<file path="config.mk">
export PLATFORM = sky130hd
export DESIGN_NAME = dwa_sel_seq18
export DESIGN_NICKNAME = d
export VERILOG_FILES = /design/src/rtl/dwa_sel_seq18.sv
export SDC_FILE = /design/constraint.sdc
export NUM_CORES = 1
export LEC_CHECK = 0
export CAP_MARGIN = 10
export CORE_UTILIZATION = 56
export CTS_CLUSTER_SIZE = 10
export DETAILED_ROUTE_END_ITERATION = 10
export PLACE_DENSITY = 0.83
export SLEW_MARGIN = 20
export SYNTH_ARGS = -nofsm -noshare
export SYNTH_HDL_FRONTEND = slang
export SYNTH_SLANG_ARGS = --single-unit
</file>
<file path="constraint.sdc">
create_clock -name clk -period 5 [get_ports clk]
set_clock_uncertainty 0.1 [all_clocks]
set_input_delay 1 -clock clk [delete_from_list [all_inputs] [get_ports clk]]
set_output_delay 1 -clock clk [all_outputs]
set_load 0.02 [all_outputs]
</file>
<file path="src/rtl/dwa_sel_seq18.sv">
// dwa_sel_seq18: DWA selection sequencer for an 18-element unary DAC.
// Each accepted code N makes the block emit N consecutive element addresses,
// one per clock, starting at a pointer that rotates modulo 18 (DWA mode) or
// at 0 (static mode). Frames chain with no gap when codes arrive back-to-back.
module dwa_sel_seq18 #(
  parameter int NELEM = 18,
  parameter int AW    = 5
) (
  input  logic          clk,
  input  logic          rst,
  input  logic [AW-1:0] code_in,
  input  logic          code_valid,
  output logic          code_ready,
  input  logic          dem_en,
  output logic [AW-1:0] sel_addr,
  output logic          sel_en,
  output logic          frame_done,
  output logic          clip,
  output logic [AW-1:0] ptr
);

  localparam logic [AW-1:0] NMAX = AW'(NELEM);
  localparam logic [AW-1:0] LAST = AW'(NELEM - 1);

  typedef enum logic {IDLE, RUN} state_t;

  state_t        state_q, state_d;
  logic [AW-1:0] ptr_q, ptr_d;
  logic [AW-1:0] rem_q, rem_d;
  logic [AW-1:0] sel_addr_q, sel_addr_d;
  logic          sel_en_q, sel_en_d;
  logic          frame_done_q, frame_done_d;
  logic          clip_q, clip_d;

  logic          accept;
  logic [AW-1:0] n_code;
  logic [AW-1:0] p_start;
  logic [AW-1:0] p_next;
  logic [AW-1:0] ptr_next;

  // Modulo-18 increment of an element address.
  function automatic logic [AW-1:0] wrap_inc(input logic [AW-1:0] x);
    return (x == LAST) ? '0 : x + AW'(1);
  endfunction

  // Acceptance handshake, clipped code and frame start address.
  always_comb begin
    code_ready = (state_q == IDLE) || (rem_q == AW'(1));
    accept     = code_valid && code_ready;
    n_code     = (code_in > NMAX) ? NMAX : code_in;
    p_start    = dem_en ? ptr_q : '0;
    p_next     = wrap_inc(p_start);
    ptr_next   = wrap_inc(ptr_q);
  end

  // Next-state and output-register logic; pulses default low, addresses hold.
  always_comb begin
    state_d      = state_q;
    ptr_d        = ptr_q;
    rem_d        = rem_q;
    sel_addr_d   = sel_addr_q;
    sel_en_d     = 1'b0;
    frame_done_d = 1'b0;
    clip_d       = 1'b0;
    if (accept) begin
      clip_d = (code_in > NMAX);
      if (n_code != '0) begin
        sel_addr_d   = p_start;
        sel_en_d     = 1'b1;
        ptr_d        = p_next;
        rem_d        = n_code;
        state_d      = RUN;
        frame_done_d = (n_code == AW'(1));
      end else begin
        // Empty frame: a lone frame_done pulse, pointer only reset in static mode.
        frame_done_d = 1'b1;
        ptr_d        = p_start;
        rem_d        = '0;
        state_d      = IDLE;
      end
    end else if (state_q == RUN) begin
      if (rem_q > AW'(1)) begin
        sel_addr_d   = ptr_q;
        sel_en_d     = 1'b1;
        ptr_d        = ptr_next;
        rem_d        = rem_q - AW'(1);
        frame_done_d = (rem_q == AW'(2));
      end else begin
        rem_d   = '0;
        state_d = IDLE;
      end
    end
  end

  // State and output registers; reset discards any partial frame at once.
  always_ff @(posedge clk or posedge rst) begin
    if (rst) begin
      state_q      <= IDLE;
      ptr_q        <= '0;
      rem_q        <= '0;
      sel_addr_q   <= '0;
      sel_en_q     <= 1'b0;
      frame_done_q <= 1'b0;
      clip_q       <= 1'b0;
    end else begin
      state_q      <= state_d;
      ptr_q        <= ptr_d;
      rem_q        <= rem_d;
      sel_addr_q   <= sel_addr_d;
      sel_en_q     <= sel_en_d;
      frame_done_q <= frame_done_d;
      clip_q       <= clip_d;
    end
  end

  assign sel_addr   = sel_addr_q;
  assign sel_en     = sel_en_q;
  assign frame_done = frame_done_q;
  assign clip       = clip_q;
  assign ptr        = ptr_q;

endmodule
</file>
==> out/qor_table.md, run 1 <==
| Metric | Reported |
|---|---|
| Headroom to the max-slew limit | 0.440 |
| Most used cells in the layout excluding fill and tap cells | sky130_fd_sc_hd__clkdlybuf4s50_1 (22), sky130_fd_sc_hd__dfrtp_1 (18), sky130_fd_sc_hd__nand2_1 (16), sky130_fd_sc_hd__o21ai_0 (10) |
| Synth async-reset ratio | 1.00 |
| Number of nets in the layout | 185 |
| Placement row count | 16 |
| CP endpoint kind | output port |
| Filler cell count in the final layout | 156 |
| Power, Total | 0.994 mW |
| Final Non-Filler Cells | 195 |
| Outcome | complete, no violations |
| Type of the tightest min-delay check | flop to flop |
| Placeable core area | 2040 um2 |
| Synth top area share | 0.356 |
| Setup Viol. Count Final | 0 |
| Number of ports placed on the die boundary | 23 |
| Leak Pwr | 0.657 nW |
| Post-synthesis sequential area ratio | 0.356 |
| TritonRoute pass-1 iters | 4 |
| Worst vdd ir | 499 uV |
| Buffers & Inverters on Critical Path | 2 |
| CP arrival | 2.35 ns |
| Most frequent standard cell in the layout excluding fill and tap cells | sky130_fd_sc_hd__clkdlybuf4s50_1 |
| List of cells traversed by the critical path | inv_1 -> ha_1 -> or4b_4 -> nand2_1 -> clkdlybuf4s50_1 |
| Maximum number of pins on one net before global-route repair | 19 |
| Post-CTS Repair Setup Buffers | 0 |
| Post-synth top flop | sky130_fd_sc_hd__dfrtp_1 |
| Fin. Hold Viols | 0 |
| Wire length reported by the detailed router | 2.92 mm |
| Ratio of cells with drive above 1 in the final layout | 0.0714 |
| Yosys synthesis warning count | 0 |
| Mean routed wirelength per cell | 15.0 um |
| Finished Cell Area | 1520 um2 |
| Post-synthesis instance area | 1260 um2 |
| Max frequency | 289 MHz |
| Die outline area | 2450 um2 |
| Count of hold buffers inserted by post-cts repair | 0 |
| HPWL after detailed placement | 2.14 mm |
| Number of CTS-inserted buffers | 3 |
| CTS root buffer | sky130_fd_sc_hd__clkbuf_4 |
| Diode count | 0 |
| Via density | 6.31 |
| Max-cap violations | 0 |
| Number of antenna violations at the first check in global routing | 0 |
| Initial Util | 0.619 |
| PwrDens | 653 nW/um2 |
| Synth top area cells | sky130_fd_sc_hd__dfrtp_1 (36%), sky130_fd_sc_hd__ha_1 (6.9%), sky130_fd_sc_hd__nand2_1 (4.8%) |
| Synthesis-stage register bit count | 18 |
| Initial DRC Count | 37 |
| Number of nets with antenna violations after routing | 0 |
| Worst path required time | 3.90 ns |
| Buffers on Ports | 22 |
| Unrepaired setup endpoints after global routing | false |
| Area growth from synthesis to layout | 20.5% |
| Number of different library cells in the post-synthesis netlist | 45 |
| Final period utilization | 0.691 |
| Yosys top cell by area | sky130_fd_sc_hd__dfrtp_1 |
| CTS clock-pin slew for the worst setup and hold paths | 0.10 ns |
| Clk buf depth | 2 |
| Placed Instances | 191 |
| Clock Sinks | 18 |
| Number of enable-type register cells in the synthesized netlist | 0 |
| Peak fanout along the critical path | 5 |
| Worst-path cell with the longest stage delay | sky130_fd_sc_hd__clkdlybuf4s50_1 |
| TritonCTS clock tree | yes |
| Kind of launch point of the worst setup path | flop |
| Post-Synthesis Cells | 148 |
| Post-cts gate resize count | 0 |
| Tightest Pin Transition | 0.836 ns |
| Vias in the first global route | 1115 |
| Fin Setup TNS | 0 ns |
| Total global routing track utilization | 0.271 |
| Syn avg cell area | 8.54 um2 |
| Max-slew violations | 0 |
| Wire length of the first global-routing pass | 5.06 mm |
| Die span in y | 49.5 um |
| Remaining DRCs | 0 |
| Net Count, Synth | 164 |
| CTS H-tree depth | 1 |
| Crit path max-delay family | buffers and inverters |
| Delay of the slowest cell on the worst path | 0.62 ns |
| Grt ovf | 0 |
| Final critical delay including setup and external delays | 3.45 ns |
| Clock latency on the worst-skew pair | 0.31 ns |
| Area post-placement | 1490 um2 |
| Final weighted congestion of routability-driven global placement | 0.892 |
| Width of the die | 49.5 um |
| Total vias in the final route | 1230 |
| Type of the worst setup path | flop to output port |
==> state kept, by name, indices dropped and copies added, names as in the netlist <==
| name | count |
|---|---|
| clip | 1 |
| ptr | 5 |
| sel_en | 1 |
| frame_done | 1 |
| sel_addr | 5 |
| rem_q | 5 |
==> final timing paths <==
kind,startpoint,cells after the start,slack [ns],to
max in group asynchronous,rst,2,3.37,sel_addr[3]
setup / recovery,rem_q[1],5,1.55,code_ready
min in group asynchronous,rst,2,0.99,ptr[3]
hold / removal,sel_addr[1],2,0.38,sel_addr[1]
setup reg to reg,rem_q[1],7,2.48,ptr[2]
hold reg to reg,sel_addr[1],2,0.38,sel_addr[1]
==> worst reg2reg max path, delay by kind of cell, from the launching register on <==
family	cells	cell delay, ns
compound gates	3	0.90
flops	1	0.44
simple gates	2	0.68
buf+inv	1	0.12
fa+ha+maj	1	0.23
==> metrics by stage <==
step | worst slack [ns] | util | hold WS, ns
4_1_cts | 1.56 | 0.746 | 0.381
5_1_grt | 1.43 | 0.746 | 0.393
3_5_place_dp | 1.88 | 0.728 | 0.358
2_1_floorplan | 2.55 | - | 0.421
3_3_place_gp | 1.96 | 0.728 | 0.357
6_report | 1.55 | 0.746 | 0.381
==> per-layer routing <==
metal  vias to the layer above  global-route usage  share of wire
met5                         -                   0              0
met4                         0              0.0857         0.0099
met3                         4              0.0710          0.071
met2                        54               0.411           0.48
met1                       588               0.378           0.44
li1                        584                   -              -
==> synth_stat cells, drive strengths merged, types with 2 or more instances <==
cell,number
a21oi,9
and2,2
o21a,2
ha,7
a211oi,2
or2,3
nand2b,5
buf,2
nor4b,3
nor4bb,2
o21ai,11
clkbuf,4
a21boi,2
o32ai,2
o2bb2ai,2
nand2,16
inv,8
and3,2
o211ai,2
nor2,7
dfrtp,18
nand3b,3
nand4,3
nand3,10
nor3,6
==> final cells by class <==
class | instances | area (um2) | area share
Inverter | 8 | 30.0 | 0.0197
Tap cell | 27 | 33.8 | 0.0222
Multi-Input combinational cell | 116 | 752 | 0.494
Clock buffer | 4 | 36.3 | 0.0238
Timing Repair Buffer | 22 | 220 | 0.145
Sequential cell | 18 | 450 | 0.296
==> logic make-up after synthesis <==
logic type,after synthesis,synth area share
and+or+nand+nor,68,0.305
AOI/OAI and AO/OA,41,0.221
DFF,18,0.356
buffers and inverters,14,0.0485
adders and majority gates,7,0.0693
==> power breakdown <==
group          internal (mW)  switching (mW)
registers              0.211          0.0975
clock network         0.0445          0.0463
logic                  0.274           0.321
(Power assumes the default switching activity.)
==> inputs of run 2 (changes only) <==
CORE_UTILIZATION = 52   (was 56)
PLACE_DENSITY = 0.77   (was 0.83)
clock period = 3.3 ns   (was 5 ns; I/O delays follow)
==> out/qor_table.md, run 2 (synthesis gave the netlist of run 1 again) <==
| Metric | Reported | vs previous |
|---|---|---|
| Switching part of the total | 0.468 | about the same |
| Wire length of the first global-routing pass | 4.89 mm | -3.4% |
| Fin. Hold Viols | 0 | unchanged |
| Fin Setup TNS | 0 ns | unchanged |
| Area growth from synthesis to layout | 20.6% | about the same |
| Number of nets with antenna violations after routing | 0 | unchanged |
| Initial Util | 0.560 | -0.0584 |
| Tightest Pin Transition | 0.781 ns | -0.0540 ns |
| Worst hold path cell count | 2 | unchanged |
| Remaining DRCs | 0 | unchanged |
| Number of antenna violations at the first check in global routing | 0 | unchanged |
| Post-CTS Repair Setup Buffers | 0 | unchanged |
| Worst-path cell with the longest stage delay | sky130_fd_sc_hd__clkdlybuf4s50_1 |  |
| CP endpoint kind | output port |  |
| Peak fanout along the critical path | 5 | unchanged |
| List of cells traversed by the critical path | inv_1 -> ha_1 -> or4b_4 -> nand2_1 -> clkdlybuf4s50_1 |  |
| Placeable core area | 2250 um2 | +10% |
| Max-cap violations | 0 | unchanged |
| Fraction of power consumed by the clock network | 0.092 | about the same |
| Die outline area | 2630 um2 | +7.4% |
| Count of hold buffers inserted by post-cts repair | 0 | unchanged |
| Register-to-register path setup slack | 0.77 ns | -1.71 ns |
| Net Switching | 0.705 mW | +52% |
| Buffers on Ports | 22 | unchanged |
| Most frequent standard cell in the layout excluding fill and tap cells | sky130_fd_sc_hd__clkdlybuf4s50_1 |  |
| Via density | 6.15 | -2.5% |
| Filler cell count in the final layout | 216 | +38% |
| Most used cells in the layout excluding fill and tap cells | sky130_fd_sc_hd__clkdlybuf4s50_1 (22), sky130_fd_sc_hd__dfrtp_1 (18), sky130_fd_sc_hd__nand2_1 (16), sky130_fd_sc_hd__o21ai_0 (10) |  |
| Clock latency on the worst-skew pair | 0.29 ns | -0.02 ns |
| CTS clock-pin slew for the worst setup and hold paths | 0.11 ns | about the same |
| Type of the worst setup path | flop to output port |  |
| HPWL after detailed placement | 2.16 mm | +1.3% |
| Setup Viol. Count Final | 0 | unchanged |
| Number of nets in the layout | 185 | unchanged |
| Headroom to the max-slew limit | 0.476 | +0.0362 |
| Kind of launch point of the worst setup path | flop |  |
| Number of ports placed on the die boundary | 23 | unchanged |
| Launching point of the worst reg2reg path | rem_q[1] |  |
| Ratio of cells with drive above 1 in the final layout | 0.0714 | unchanged |
| Final weighted congestion of routability-driven global placement | 0.880 | -1.4% |
| Clk buf depth | 2 | unchanged |
| Type of the tightest min-delay check | flop to flop |  |
| Width of the die | 51.3 um | +3.6% |
| Area of combinational cells with multiple inputs | 752 um2 | unchanged |
| Logic gate share of total power | 0.597 | about the same |
| Seq pwr share | 0.311 | about the same |
| Maximum number of pins on one net before global-route repair | 19 | unchanged |
| Clock Sinks | 18 | unchanged |
| TritonRoute pass-1 iters | 4 | unchanged |
| Hold endpoint | sel_addr[1] |  |
| Critical path launch point | rem_q[1] |  |
| PwrDens | 989 nW/um2 | +51% |
| Cell-internal power | 0.802 mW | +52% |
| CTS root buffer | sky130_fd_sc_hd__clkbuf_4 |  |
| Worst vdd ir | 651 uV | +30% |
| R2r endpoint | ptr[2] |  |
| Total global routing track utilization | 0.251 | -0.0198 |
| Grt ovf | 0 | unchanged |
| Final critical delay including setup and external delays | 3.11 ns |  |
| CTS H-tree depth | 1 | unchanged |
| TritonCTS clock tree | yes |  |
| Post-cts gate resize count | 0 | unchanged |
| Vias in the first global route | 1114 | -0.090% |
| Delay of the slowest cell on the worst path | 0.61 ns | about the same |
| Outcome | complete, no violations |  |
| Total vias in the final route | 1205 | -2.0% |
| Unrepaired setup endpoints after global routing | false |  |
| Diode count | 0 | unchanged |
| Launch point of the worst hold path | sel_addr[1] |  |
| Final period utilization | 0.942 |  |
| CP arrival | 2.35 ns | about the same |
| Wire length reported by the detailed router | 2.88 mm | -1.5% |
| Finished Cell Area | 1520 um2 | about the same |
| Number of CTS-inserted buffers | 3 | unchanged |
| Leak Pwr | 0.657 nW | unchanged |
| Area post-placement | 1490 um2 | about the same |
| Max-slew violations | 0 | unchanged |
| Initial DRC Count | 75 | +100% |
| Worst path required time | 2.54 ns | -1.36 ns |
| Flip-flop and latch area | 450 um2 | unchanged |
| Final design utilization | 0.676 | -0.0698 |
| Die span in y | 51.3 um | +3.6% |
| Max frequency | 322 MHz |  |
| Number of cells on the worst reg-to-reg path | 7 | unchanged |
| Power, Total | 1.51 mW | +52% |
| Placement row count | 17 | +1 |
| Mean routed wirelength per cell | 14.7 um | -2.0% |
[run 2: per-layer routing]
metal | share of wire | global-route usage | vias up
li1 | - | - | 581
met1 | 0.45 | 0.355 | 567
met2 | 0.46 | 0.375 | 53
met3 | 0.077 | 0.0387 | 4
met4 | 0.013 | 0.117 | 0
met5 | 0 | 0 | -
[run 2: area by class of cell]
type	instances	area share
Sequential cell	18	0.296
Tap cell	28	0.0230
Multi-Input combinational cell	116	0.493
Timing Repair Buffer	22	0.144
Clock buffer	4	0.0238
Inverter	8	0.0197
[run 2: critical path: cells and delay by family, from the launching register on]
family                     cells  cell delay [ns]
adders and majority gates      1             0.24
buffers and inverters          2             0.73
DFF                            1             0.44
and+or+nand+nor                2             0.65
[run 2: power groups by stage]
stage,Sequential [mW],Clock (mW),Combinational (mW)
after floorplan,0.495,0,0.576
after global placement,0.467,0,0.870
after detailed placement,0.470,0,0.894
after CTS,0.466,0.144,0.897
after global routing,0.490,0.151,0.994
final,0.469,0.139,0.900
[run 2: stage by stage]
step / cells / hold WS [ns] / setup slack, ns
3_3_place_gp: 192 / 0.362 / 0.566
3_5_place_dp: 192 / 0.364 / 0.541
2_1_floorplan: 148 / 0.421 / 1.19
5_1_grt: 196 / 0.428 / 0.102
4_1_cts: 196 / 0.391 / 0.213
6_report: 196 / 0.387 / 0.190
[run 2: how the worst max path moves through the flow]
stage                             to  slack [ns]  depth (start not counted)
after global routing      code_ready        0.10                          5
after detailed placement      ptr[0]        0.54                          8
after global placement        ptr[2]        0.57                          8
after CTS                 code_ready        0.21                          5
after floorplan               ptr[4]        1.19                          8
final                     code_ready        0.19                          5
